## src/rtl/rr_arbiter_4_if.sv

```systemverilog
// Request/grant bundle between the four requesters and the round-robin arbiter.
// The arbiter uses the master view; the requester side and the decoder use the slave view.
interface rr_arbiter_4_if;
  logic [3:0] req;
  logic       done;
  logic [1:0] gnt_idx;
  logic       gnt_valid;
  logic       timeout;

  modport master (
    input  req,
    input  done,
    output gnt_idx,
    output gnt_valid,
    output timeout
  );

  modport slave (
    output req,
    output done,
    input  gnt_idx,
    input  gnt_valid,
    input  timeout
  );
endinterface

```

## src/rtl/rr_arbiter_4.sv

```systemverilog
// Four-requester round-robin arbiter with grant hold, normal release and forced release.
// Produces a registered grant index for the downstream one-hot decoder.
module rr_arbiter_4 #(
  parameter int MAX_HOLD = 8
) (
  input  logic           clk,
  input  logic           rst_n,
  rr_arbiter_4_if.master bus
);

  typedef enum logic [0:0] {
    IDLE  = 1'b0,
    GRANT = 1'b1
  } state_t;

  localparam logic [7:0] HOLD_LAST = 8'(MAX_HOLD - 1);

  state_t     state_r;
  logic [1:0] last_idx_r;
  logic [7:0] hold_cnt_r;
  logic [1:0] gnt_idx_r;
  logic       gnt_valid_r;
  logic       timeout_r;
  logic [1:0] pick_s;

  // First requester after last_v in circular order; the nearest candidate wins.
  function automatic logic [1:0] rr_pick(input logic [3:0] req_v, input logic [1:0] last_v);
    logic [1:0] idx_v;
    rr_pick = last_v;
    for (int k = 4; k >= 1; k--) begin
      idx_v = last_v + 2'(k);
      if (req_v[idx_v]) begin
        rr_pick = idx_v;
      end
    end
  endfunction

  // Round-robin candidate for the next grant.
  always_comb begin
    pick_s = rr_pick(bus.req, last_idx_r);
  end

  // Arbitration state machine with registered grant outputs.
  always_ff @(posedge clk) begin
    if (!rst_n) begin
      state_r     <= IDLE;
      last_idx_r  <= 2'd3;
      hold_cnt_r  <= 8'd0;
      gnt_idx_r   <= 2'd0;
      gnt_valid_r <= 1'b0;
      timeout_r   <= 1'b0;
    end else begin
      timeout_r <= 1'b0;
      case (state_r)
        IDLE: begin
          if (bus.req != 4'd0) begin
            gnt_idx_r   <= pick_s;
            gnt_valid_r <= 1'b1;
            hold_cnt_r  <= 8'd0;
            state_r     <= GRANT;
          end
        end
        GRANT: begin
          // gnt_idx_r is deliberately left intact on release.
          if (bus.done || !bus.req[gnt_idx_r]) begin
            last_idx_r  <= gnt_idx_r;
            gnt_valid_r <= 1'b0;
            state_r     <= IDLE;
          end else if (hold_cnt_r == HOLD_LAST) begin
            last_idx_r  <= gnt_idx_r;
            gnt_valid_r <= 1'b0;
            timeout_r   <= 1'b1;
            state_r     <= IDLE;
          end else begin
            hold_cnt_r <= hold_cnt_r + 8'd1;
          end
        end
        default: begin
          state_r     <= IDLE;
          gnt_valid_r <= 1'b0;
        end
      endcase
    end
  end

  assign bus.gnt_idx   = gnt_idx_r;
  assign bus.gnt_valid = gnt_valid_r;
  assign bus.timeout   = timeout_r;

endmodule

```

## src/flat_wrapper.sv

```systemverilog
// flat-port wrapper written by rule: the top's interface ports become plain ports
module rr_arbiter_4_flat 
#(
  parameter int MAX_HOLD = 8
)
  (clk, rst_n, bus_req, bus_done, bus_gnt_idx, bus_gnt_valid, bus_timeout);
  rr_arbiter_4_if bus_i ();
  input  logic clk;
  input  logic rst_n;
  input wire logic [$bits(bus_i.req)-1:0] bus_req;
  input wire logic [$bits(bus_i.done)-1:0] bus_done;
  output wire logic [$bits(bus_i.gnt_idx)-1:0] bus_gnt_idx;
  output wire logic [$bits(bus_i.gnt_valid)-1:0] bus_gnt_valid;
  output wire logic [$bits(bus_i.timeout)-1:0] bus_timeout;
  assign bus_i.req = bus_req;
  assign bus_i.done = bus_done;
  assign bus_gnt_idx = bus_i.gnt_idx;
  assign bus_gnt_valid = bus_i.gnt_valid;
  assign bus_timeout = bus_i.timeout;
  rr_arbiter_4 #(.MAX_HOLD(MAX_HOLD)) u_core (.clk(clk), .rst_n(rst_n), .bus(bus_i));
endmodule
```

## config.mk

```make
export PLATFORM = sky130hd
export DESIGN_NAME = rr_arbiter_4_flat
export DESIGN_NICKNAME = d
export VERILOG_FILES = /design/src/rtl/rr_arbiter_4_if.sv /design/src/rtl/rr_arbiter_4.sv /design/src/flat_wrapper.sv
export SDC_FILE = /design/constraint.sdc
export NUM_CORES = 1
export LEC_CHECK = 0
export CAP_MARGIN = 20
export CORE_AREA = 2 2 43 45
export CTS_CLUSTER_DIAMETER = 100
export DETAILED_ROUTE_END_ITERATION = 6
export DIE_AREA = 0 0 45 47
export PLACE_DENSITY = 0.9
export SYNTH_ARGS = -nofsm -noshare
export SYNTH_HDL_FRONTEND = slang
export SYNTH_SLANG_ARGS = --single-unit
```

## constraint.sdc

```tcl
create_clock -name clk -period 2.75 [get_ports clk]
set_input_delay 0.4125 -clock clk [delete_from_list [all_inputs] [get_ports clk]]
set_output_delay 0.4125 -clock clk [all_outputs]
set_load 0.02 [all_outputs]
```

==> summary.txt, run 1 <==
STA
  – Worst setup skew after layout: 0.00108 ns
  – Number of hold violations in the final report: 0
  – Share of the clock period used by the worst path: 71.0%
  – Final Max Slew Viols: 0
  – Transition at the pin with the smallest max-transition slack: 0.558 ns
  – Worst rel slew slack: 62.8%
  – Max Clk Rate: 0.512 GHz
  – Setup_tns: 0 ns
  – RSZ-0062 raised after global routing: false
  – Final worst path period need: 1.95 ns
  – Final setup violation count: 0

Place
  – Placed inst area: 987 um2
  – Instance count after placement with tap cells included: 125
  – Final RePlAce weighted congestion: 0.927
  – HPWL reported at the end of detailed placement: 1.52 mm
  – Count of input and output buffers: 10

CTS
  – Longest Clk Path Bufs: 2
  – Clock latency reported for the late side of the worst-skew pair: 0.28 ns
  – Register clock-pin slew on the reported worst setup and hold paths: 0.09 ns
  – Root buffer cell: clkbuf_4
  – Post CTS Setup Buffer Count: 0
  – Quantity of gates resized following cts: 0
  – TritonCTS clock tree: yes
  – Number of buffers added to fix hold violations after cts: 0
  – Num Clock Sinks: 15
  – CTS buffer count: 3
  – CTS HTree Levels: 1

Floorplan
  – Die outline height: 47 um
  – Top Ports: 11
  – Core area: 1650 um2
  – Number of rows created at floorplan: 15
  – Starting density of the core: 53.3%
  – Die Footprint: 2120 um2
  – Horizontal extent of the die: 45 um

Yosys
  – Total nets after synthesis: 108
  – Most frequent cell after synthesis: dfxtp_1
  – Cell taking the most area after synthesis: dfxtp_1
  – FF+latch count, synth: 15
  – Cell types occupying the most area after synthesis: dfxtp_1, o211ai_1, nand2_1
  – Sequential area share after synthesis: 34.1%
  – Number of flops mapped to enable cells by yosys: 0
  – Average footprint of a synthesized cell: 8.81 um2
  – Post-synthesis cell type count: 40
  – Synthesized cell area: 881 um2
  – Top cell type's share of synthesized area: 34.1%
  – Primary FF master, synth: dfxtp_1
  – Fraction of synthesis flops using an asynchronous set or reset pin: 0%
  – List of most frequent post-synthesis cells: dfxtp_1, nand2_1, o211ai_1
  – Number of warnings issued by yosys: 0
  – Post-synthesis instance total: 100

Outcome
  – Outcome: complete, no violations

Final layout
  – Final design area excluding fillers: 1010 um2
  – Layout cell share with drive strength beyond 1: 12.5%
  – Final non-filler cell total: 129
  – Diode count: 0
  – Number of nets at the end of the flow: 121
  – Area growth, synth to finish: 15.1%

Worst setup path
  – Critical path arrival: 2.14 ns
  – Worst R2R Setup Slack: 0.93 ns
  – Type of element capturing the critical path: flip-flop
  – Class of the most critical setup path: in -> reg
  – Register-to-Register Path Depth: 4
  – Critical path data required time: 2.94 ns
  – Maximum fanout count along the critical path: 7
  – Worst setup SP type: input port

Pwr
  – PwrDens: 454 nW/um2
  – VDD IR-drop max: 0.268 mV
  – Lkg Pwr: 0.000372 uW

Detailed routing
  – Number of vias per cell: 6.74
  – Routed wire per std cell: 16.2 um
  – DRT Pass-1 Iters: 4
  – Number of nets with antenna violations after routing: 0
  – Detailed router's first-iteration violation count: 38
  – Number of remaining DRC errors: 0
  – Routed via count: 869
  – Total Routed Length: 2.10 mm

Hold path
  – Hold path cells: 2
  – Worst min-delay path category: reg -> reg

Global route
  – Largest net degree at the start of global routing: 10
  – Antenna violations before repair: 0
  – Total track usage: 23.5%
  – Number of global-route vias before repair: 802
  – Global-route wire length before repair: 3.57 mm
  – Congestion Overflow GR: 0

Run
  – Max_cap viols: 0
-- routing by layer --
layer / global-route usage [%] / vias up / wire length, um
met2: 36.6 / 53 / 1040
met1: 29.6 / 402 / 829
met3: 5.77 / 7 / 183
met4: 14.1 / 0 / 48
li1: - / 407 / -
met5: 0 / - / 0
-- path summary, 6_finish.rpt --
| kind | start | end |
|---|---|---|
| max | bus_req[1] | u_core.state_r |
| min | u_core.hold_cnt_r[0] | u_core.hold_cnt_r[0] |
| max reg2reg | u_core.bus.gnt_idx[0] | u_core.state_r |
| min reg2reg | u_core.hold_cnt_r[0] | u_core.hold_cnt_r[0] |
-- through the flow --
stage	setup WS [ns]	util [%]	hold WS [ns]	power (uW)
after global placement	0.602	59.8	0.494	332
final	0.797	61.4	0.516	460
after detailed placement	0.595	59.8	0.491	335
after global routing	0.704	61.4	0.530	485
after floorplan	1.10	-	0.457	300
after CTS	0.822	61.4	0.511	460
-- state kept, by name, indices dropped and copies added (netlist names) --
register              cells
u_core.bus.gnt_idx        2
u_core.bus.gnt_valid      1
u_core.bus.timeout        1
u_core.hold_cnt_r         8
u_core.last_idx_r         2
u_core.state_r            1
-- logic make-up (layout without fill, tap and decap cells) --
family,count (synthesis),count (layout),synth area share [%]
DFF,15,15,34.1
adders and majority gates,1,1,1.42
muxes,4,4,4.83
AOI/OAI and AO/OA,32,32,26.1
buffers and inverters,8,20,4.26
and+or+nand+nor,40,40,29.3
-- cell type report --
class	count	area, um2
fillers	141	638
multi-input cells	77	543
flip-flops and latches	15	300
repair buffers	10	100
clock buffers	4	26.3
inverters	6	22.5
well taps	17	21.3
-- worst max-delay path, cell delays in order --
cell	delay (ns)
clkdlybuf4s50_1	0.48
mux2_2	0.33
a22oi_1	0.49
o21ai_1	0.22
and2_1	0.21
-- where the power goes --
group | internal [uW] | switching, uW
logic | 42.7 | 50.0
registers | 228 | 12.0
clock network | 56.3 | 71.5
total | 327 | 133
-- cells in the final DEF (no fill, tap or decap), types with 2 or more instances in the layout --
master           netlist  layout
mux2_2                 2       2
inv_1                  6       6
and3_1                 2       2
nor2_1                 4       4
nand2_1                9       9
nand3_2                2       2
clkdlybuf4s50_1        0      10
and2_1                 2       2
mux2i_1                2       2
dfxtp_1               15      15
or4_4                  2       2
a31oi_1                2       2
o21ai_1                3       3
clkbuf_4               0       3
nor2b_1                2       2
a22oi_1                2       2
nand2b_1               5       5
a21oi_1                3       3
nand3_1                3       3
o211ai_1               8       8
or4_1                  2       2
o21ai_0                4       4
(Power assumes the default switching activity.)
==> run 2: changes to the inputs <==
CORE_AREA = 2 2 46 48   (was 2 2 43 45)
DIE_AREA = 0 0 48 50   (was 0 0 45 47)
PLACE_DENSITY = 0.83   (was 0.9)
clock period = 1.6 ns   (was 2.75 ns; I/O delays follow)
==> run 2 against run 1 <==
  * Sequential share of layout area fell by 5.7 points
  * The flow now finishes with violations (setup timing)
  * Die area is 13% higher
  * Flip-flop and latch count stayed put
  * Largest cell class unchanged
  * Critical path type is now reg -> reg
  * Cell area grew 27%
  * Clock-buffer cell count unchanged
  * First-iteration DRC count decreased by 26%
  * Largest power group unchanged
  * Via count rose by 12%
  * Worst setup slack worse by 0.85 ns
  * Critical path depth unchanged
==> summary.txt, run 2 (synthesized netlist as in run 1, its figures left out) <==
STA
  – Worst setup skew after layout: 0.00792 ns
  – Transition at the pin with the smallest max-transition slack: 0.313 ns
  – Final setup violation count: 6
  – Max Clk Rate: 0.605 GHz
  – Post-route setup slack: -0.0519 ns
  – Final worst path period need: 1.65 ns
  – Final Max Slew Viols: 0
  – Share of the clock period used by the worst path: 103%
  – RSZ-0062 raised after global routing: true
  – Number of hold violations in the final report: 0
  – Worst rel slew slack: 79.1%

Worst setup path
  – Worst setup SP type: flip-flop
  – Critical path arrival: 1.85 ns
  – Largest stage delay on the critical path: 0.55 ns
  – Class of the most critical setup path: reg -> reg
  – Critical path data required time: 1.80 ns
  – Slowest CP cell: or4_4
  – Crit path cell chain: or4_4, nor3_4, buf_6, o21ai_4, and2_1
  – Type of element capturing the critical path: flip-flop
  – Sum of buffers and inverters on the critical path: 1
  – Crit-path leading delay family: simple AND/OR/NAND/NOR gates
  – Maximum fanout count along the critical path: 5

CTS
  – CTS HTree Levels: 1
  – TritonCTS clock tree: yes
  – Root buffer cell: clkbuf_4
  – Num Clock Sinks: 15
  – Longest Clk Path Bufs: 2
  – Number of buffers added to fix hold violations after cts: 0
  – CTS buffer count: 3
  – Clock latency reported for the late side of the worst-skew pair: 0.30 ns
  – Register clock-pin slew on the reported worst setup and hold paths: 0.10 ns

Final layout
  – Diode count: 0
  – Number of nets at the end of the flow: 147
  – Final design area excluding fillers: 1280 um2
  – Layout cell share with drive strength beyond 1: 38.4%
  – Most used cells in the layout excluding fill and tap cells: buf_4, dfxtp_1, o211ai_1, nand2_1, clkdlybuf4s50_1
  – Number of filler cells placed in the layout: 141
  – Area growth, synth to finish: 45.6%
  – Max FFs per register: 8
  – Largest register by flop count: u_core.hold_cnt_r
  – Most common cell after layout, fill and taps aside: buf_4

Floorplan
  – Die Footprint: 2400 um2
  – Starting density of the core: 46.3%
  – Horizontal extent of the die: 48 um
  – Number of rows created at floorplan: 16
  – Top Ports: 11
  – Core area: 1900 um2
  – Die outline height: 50 um

Place
  – Placed inst area: 1180 um2
  – HPWL reported at the end of detailed placement: 1.81 mm
  – Count of input and output buffers: 10
  – Final RePlAce weighted congestion: 0.860

Detailed routing
  – Number of nets with antenna violations after routing: 0
  – Routed via count: 973
  – Routed wire per std cell: 15.9 um
  – Total Routed Length: 2.63 mm
  – Number of remaining DRC errors: 0
  – Detailed router's first-iteration violation count: 28
  – Number of vias per cell: 5.90
  – DRT Pass-1 Iters: 4

Outcome
  – Failing checks: setup timing
  – Outcome: finished with violations

Run
  – Max_cap viols: 0

Pwr
  – Portion of total power attributed to the clock network: 27.4%
  – Fraction of power spent switching nets: 30.9%
  – Switching pwr: 265 uW
  – PwrDens: 670 nW/um2
  – Lkg Pwr: 0.000545 uW
  – VDD IR-drop max: 0.540 mV
  – Sequential cell fraction of total power: 47.7%
  – Total Power: 859 uW
  – Part of the power in combinational logic: 24.9%
  – Internal Pwr Total: 594 uW

Hold path
  – Worst min-delay path category: in -> reg

Global route
  – Largest net degree at the start of global routing: 9
  – Number of global-route vias before repair: 900
  – Global-route wire length before repair: 4.08 mm
  – Total track usage: 23.5%
  – Congestion Overflow GR: 0
  – Antenna violations before repair: 0
run 2: changes by cell type in the layout (fill, tap and decap cells not counted), sizes merged:
cell	previous run	this run
buf	0	26
dlymetal6s2s	0	1
dlygate4sd2	0	2
clkdlybuf4s50	10	7
run 2: repair_timing:
action / in CTS / in global routing
buffers inserted: 0 / 2
setup endpoints to repair: 10 / 11
endpoints found under the hold margin: 0 / 0
gates resized for setup: 4 / 15
pin swaps: 0 / 16
run 2: final timing paths:
| check | start | endpoint | slack, ns | depth (start not counted) |
|---|---|---|---|---|
| setup / recovery | u_core.hold_cnt_r[4] | u_core.state_r | -0.05 | 5 |
| hold / removal | bus_req[0] | u_core.bus.gnt_idx[1] | 0.46 | 4 |
| setup reg to reg | u_core.hold_cnt_r[4] | u_core.state_r | -0.05 | 5 |
| hold reg to reg | u_core.bus.gnt_valid | u_core.bus.gnt_valid | 0.52 | 2 |
run 2: metal layers:
layer | routed length [um] | track usage (%) | up-vias
li1 | - | - | 456
met1 | 1190 | 33.6 | 480
met2 | 1270 | 32.9 | 32
met3 | 112 | 4.76 | 5
met4 | 55 | 10.8 | 0
met5 | 0 | 0 | -
run 2: per-stage QoR:
step / TNS (ns) / instances / hold slack [ns] / util (%) / setup WS, ns
after floorplan: -0.00805 / 100 / 0.457 / - / -0.00805
after global placement: -2.53 / 159 / 0.504 / 62.3 / -0.254
after detailed placement: -3.37 / 159 / 0.510 / 62.3 / -0.324
after CTS: -0.0784 / 163 / 0.531 / 64.0 / -0.0391
after global routing: -0.613 / 165 / 0.475 / 67.4 / -0.0931
final: -0.146 / 165 / 0.457 / 67.4 / -0.0519
run 2: power groups by stage:
stage / combinational [uW] / sequential (uW) / clock, uW
3_3_place_gp: 193 / 416 / 0
4_1_cts: 199 / 408 / 238
2_1_floorplan: 91.3 / 427 / 0
6_report: 214 / 410 / 236
5_1_grt: 228 / 412 / 256
3_5_place_dp: 201 / 417 / 0
run 2: worst register-to-register path, cell delays in order (launching register included):
cell and delay (ns):
dfxtp_2 0.33, or4_4 0.55, nor3_4 0.29, buf_6 0.15, o21ai_4 0.08, and2_1 0.15
run 2: area by class of cell:
class	count	area, um2	share of cell area, %
multi-input cells	77	594	46.3
flip-flops and latches	15	307	23.9
repair buffers	36	299	23.3
well taps	27	33.8	2.63
clock buffers	4	26.3	2.05
inverters	6	22.5	1.76
==> patch 1, RTL diff (flow settings as in run 2) <==
Reset style: asynchronous (`rst_n`), changed in one clocked block.
--- a/src/rtl/rr_arbiter_4.sv
+++ b/src/rtl/rr_arbiter_4.sv
@@ -43,3 +43,3 @@
   // Arbitration state machine with registered grant outputs.
-  always_ff @(posedge clk) begin
+  always_ff @(posedge clk or negedge rst_n) begin
     if (!rst_n) begin
Behaviour: differs if rst_n is asserted again (counterexample within 4 cycles, from zero or initial values and one cycle with rst_n low); with rst_n held inactive, the same outputs for 10 cycles.
==> patch 1 against run 2 <==
- synthesized area decreased by 2.8%
- design area decreased by 9.6%
- worst setup slack improved by 63 ps
- clock skew decreased by 4.2 ps
- first-iteration DRC count decreased by 46%
- sequential cell count unchanged
- fmax increased by 4.0%
- sequential share of layout area increased by 8.8 points
- wire length decreased by 30%
- die area unchanged
- largest cell class unchanged
Power is not compared: it rests on default switching activity, and its combinational part moved more than twofold at a synthesized area within 25%.
==> patch 1: results (changes against run 2) <==
[cells_and_area]
n_clock_buffer = 3  ; -1
clock_area_share_pct = 2.37  ; +0.32 points
top_register = u_core.hold_cnt_r
nets = 119  ; -19%
nFillCells = 157  ; +11%
buffers = 27  ; -25%
seq_area_um2 = 379  ; +24%
drive_above_1_share_pct = 37.3  ; -1.1 points
multi_input_cells = 61  ; -21%
buffer_area_share_pct = 19.7  ; -3.6 points
nNonClkInverters = 3  ; -3
multi_input_area_um2 = 479  ; -19%

[clock_network]
clock_latency_ps = 280  ; -20 ps
postCtsSetupRepairBufs = 1  ; +1
cts_resized = 2  ; -2

[power]
pg_clk_w = 0.000210
comb_power_share_pct = 46.2
powerDensity_nw_per_um2 = 1380

[detailed_routing]
viasPerCell = 5.47  ; -7.2%
num_vias = 750  ; -23%
drtIter0Drc = 15  ; -46%
drt-total-wl_um = 1850  ; -30%

[synthesis]
ys_seq_area_share_pct = 44.2  ; +10 points
synth_xor_area_share_pct = 0  ; unchanged
synth_compound_area_share_pct = 15.2  ; -11 points
muxShareOfSynthArea_pct = 12.7  ; +7.9 points
synth_commonest_cells = dfrtp_1 (13), nand2_1 (13), mux2i_1 (6), nor3_1 (4), o31ai_1 (4)
async_reset_ff_share_pct = 100  ; +100 points
synth_fa_ha_area_share_pct = 1.46  ; +0.042 points
ys_types = 36  ; -10%
synth_nets = 92  ; -15%
avgSynthCellArea_um2 = 10.2  ; +16%
ys_warn_count = 0  ; unchanged
synth_seq_cells = 15  ; unchanged
synth_top_cells_by_area = dfrtp_1 (38%), mux2i_1 (7.0%), dfstp_2 (6.1%)

[global_routing]
antenna_found_initial = 0  ; unchanged
grt_pass1_wl_um = 3110  ; -24%
grt.total_usage_pct = 18.2  ; -5.3 points
grt_max_degree = 16  ; +7
grt_pass1_vias = 767  ; -15%

[placement]
dp_slack_ps = -271  ; +52.8 ps
gp_congestion = 0.767  ; -11%
post_dp_cell_area_um2 = 1080  ; -8.6%
dpl.hpwl_um = 1340  ; -26%
dp_cells = 132  ; -17%

[worst_setup_path]
cp_max_fo = 7  ; +2
crit_arrival_ps = 1760  ; -90 ps
reg2reg_slack_ps = 10  ; +60 ps

[sta]
tightest_slew_ps = 361  ; +47.4 ps
fmax_mhz = 629  ; +4.0%
clock_skew_ps = 3.71  ; -4.21 ps
whs_ps = 268  ; -189 ps

[run_status]
status = complete, no violations

[worst_hold_path]
hp-class = primary input to async pin

-- patch 1: metal layers --
metal	vias to the layer above	global-route usage, %	wire length (um)
li1	358	-	-
met5	-	0	0
met2	17	29.8	963
met4	0	8.11	41
met3	7	5.49	76
met1	368	20.7	764
-- patch 1: path summary, 6_finish.rpt --
check                                      start               endpoint  cells past startpoint
max                        u_core.bus.gnt_idx[1]   u_core.hold_cnt_r[6]                      5
min                                        rst_n  u_core.bus.gnt_idx[0]                      2
max reg2reg                u_core.bus.gnt_idx[1]   u_core.hold_cnt_r[6]                      5
min reg2reg                 u_core.bus.gnt_valid   u_core.bus.gnt_valid                      1
max in group asynchronous                  rst_n   u_core.last_idx_r[0]                      2
min in group clk            u_core.bus.gnt_valid   u_core.bus.gnt_valid                      1
-- patch 1: worst max-delay path, cell delays in order (launching register included) --
cell and delay (ps):
dfrtp_2 440, mux2_4 300, a22oi_2 350, buf_4 220, nor3_2 50, mux2i_1 110
==> patch 2, RTL diff (flow settings as in run 2) <==
Made on the original files. `MAX_HOLD` is set to 8 in 2 places; all go to 6.
--- a/src/rtl/rr_arbiter_4.sv
+++ b/src/rtl/rr_arbiter_4.sv
@@ -3,3 +3,3 @@
 module rr_arbiter_4 #(
-  parameter int MAX_HOLD = 8
+  parameter int MAX_HOLD = 6
 ) (
--- a/src/flat_wrapper.sv
+++ b/src/flat_wrapper.sv
@@ -3,3 +3,3 @@
 #(
-  parameter int MAX_HOLD = 8
+  parameter int MAX_HOLD = 6
 )
Function: changed (Yosys sat finds a counterexample within 10 cycles, from zero or initial values and one cycle with rst_n low).
==> patch 2 against run 2 <==
- worst setup slack gained 44 ps
- fmax rose by 2.7%
- largest cell class unchanged
- critical path depth is 1 higher
- synthesized area shrank 0.57%
- critical endpoint is now u_core.hold_cnt_r[3]
- design area fell by 6.1%
- total power decreased by 0.54%
- the run still ends with negative setup slack left
- wire length fell by 12%
- sequential cell count stayed put
- die area did not move
==> patch 2: results (changes against run 2) <==
[synthesis]
synth_xor_area_share_pct = 0  ; unchanged
synth_compound_area_share_pct = 20.1  ; -6.0 points
ys_warn_count = 0  ; unchanged
ys_types = 39  ; -2.5%
synth_top_cells_by_area = dfxtp_1 (34%), nor2_1 (4.7%), nand3_1 (4.6%)
muxShareOfSynthArea_pct = 6.14  ; +1.3 points
synth_fa_ha_area_share_pct = 2.86  ; +1.4 points
async_reset_ff_share_pct = 0  ; unchanged
ys.flop_type = dfxtp_1
ys_seq_area_share_pct = 34.3  ; +0.19 points
synth_commonest_cells = dfxtp_1 (15), nor2_1 (11), nand3_1 (8)

[worst_setup_path]
crit_arrival_ps = 1810  ; -40 ps
cp_max_fo = 8  ; +3

[clock_network]
hold_buffers = 0  ; unchanged
cts_max_path_buffers = 2  ; unchanged
clock_latency_ps = 280  ; -20 ps
path_clk_slew_ps = 90
cts_root_buf = clkbuf_4
htreeDepth = 1  ; unchanged
cts_buffers = 3  ; unchanged

[cells_and_area]
nets = 144  ; -2.0%
drive_above_1_share_pct = 29.1  ; -9.3 points
diodes = 0  ; unchanged
largest_reg_flops = 8  ; unchanged
nFillCells = 177  ; +26%
top_register = u_core.hold_cnt_r

[run_status]
violations = negative setup slack
status = finished, violations left

[placement]
dpl.hpwl_um = 1740  ; -3.9%
gp_congestion = 0.904  ; +5.2%
portBuffers = 10  ; unchanged

[power]
peakVddDrop_mv = 0.447  ; -17%
leakage_nw = 0.470  ; -14%

[global_routing]
grt_pass1_vias = 908  ; +0.89%
grt.total_usage_pct = 22.3  ; -1.2 points
grt_max_degree = 14  ; +5
grt_pass1_wl_um = 3870  ; -5.1%
antenna_found_initial = 0  ; unchanged

[worst_hold_path]
hp-class = flip-flop to flip-flop

[detailed_routing]
viasPerCell = 5.84  ; -0.89%
drtIter0Drc = 13  ; -54%
drt-total-wl_um = 2300  ; -12%
dr.pass1.iters = 4  ; unchanged

[sta]
final-setup-viol-count = 1  ; -5
worst_slew_margin_rel_pct = 74.6  ; -4.5 points
setup_slack_ps = -7.75  ; +44.1 ps
clock_skew_ps = 1.29  ; -6.63 ps

==> patch 2: cell types whose count changed in the layout (fill, tap and decap cells not counted), moves of 3 or more <==
cell      delta
a21oi_1      +3
or3_1        +3
buf_4        -8
o221ai_1     +3
nor2_1       +7
o211ai_1     -6
nand3_1      +5
or4_4        -3
==> patch 2: path summary, 6_finish.rpt <==
kind,depth (start not counted),from,end
setup / recovery,6,u_core.hold_cnt_r[1],u_core.hold_cnt_r[3]
hold / removal,2,u_core.bus.gnt_idx[1],u_core.bus.gnt_idx[1]
setup reg to reg,6,u_core.hold_cnt_r[1],u_core.hold_cnt_r[3]
hold reg to reg,2,u_core.bus.gnt_idx[1],u_core.bus.gnt_idx[1]
==> patch 2: area by class of cell <==
class / instances / area (um^2) / area share (%)
multi-input cells: 83 / 577 / 47.9
flip-flops and latches: 15 / 305 / 25.4
repair buffers: 28 / 245 / 20.4
well taps: 27 / 33.8 / 2.81
clock buffers: 3 / 22.5 / 1.87
inverters: 4 / 15.0 / 1.25
clock inverters: 1 / 5.00 / 0.416
==> patch 2: cells by family (layout without fill, tap and decap cells) <==
family	count (synthesis)	after routing
simple gates	51	51
compound gates	25	25
buf+inv	7	36
flops	15	15
fa+ha+maj	2	2
mux	5	5
==> patch 2: metrics by stage <==
stage	cells	cell area, um^2	hold WS (ps)	worst slack (ps)	TNS [ps]
finish	161	1200	526	-7.75	-7.75
CTS	160	1180	534	-19.3	-19.3
global placement	156	1130	502	-196	-1860
floorplan	105	878	476	-2.77	-2.77
global route	161	1200	551	-52.3	-135
detailed placement	156	1130	513	-322	-2410
==> patch 2: critical path: stages, from the launching register on <==
cell,delay (ps)
dfxtp_2,350
inv_1,40
ha_1,180
nor4b_4,130
and3_4,210
or3_1,390
a311oi_2,220
==> patch 2: per-layer routing <==
layer  routed length, um  GRT usage [%]
met1                 929           25.1
met2                1270           39.6
met4                  59           8.56
met3                  46           3.30
met5                   0              0
==> patch 2: repair_timing <==
action,in CTS,in global routing
gates resized for setup,6,6
buffers inserted,0,1
hold endpoints to repair,0,0
setup endpoints to repair,8,9
==> patch 2: report_power, final <==
group          switching, W  internal (W)
Clock              0.000129     0.0000929
Sequential        0.0000253      0.000395
Combinational     0.0000994      0.000113
Total              0.000254      0.000600
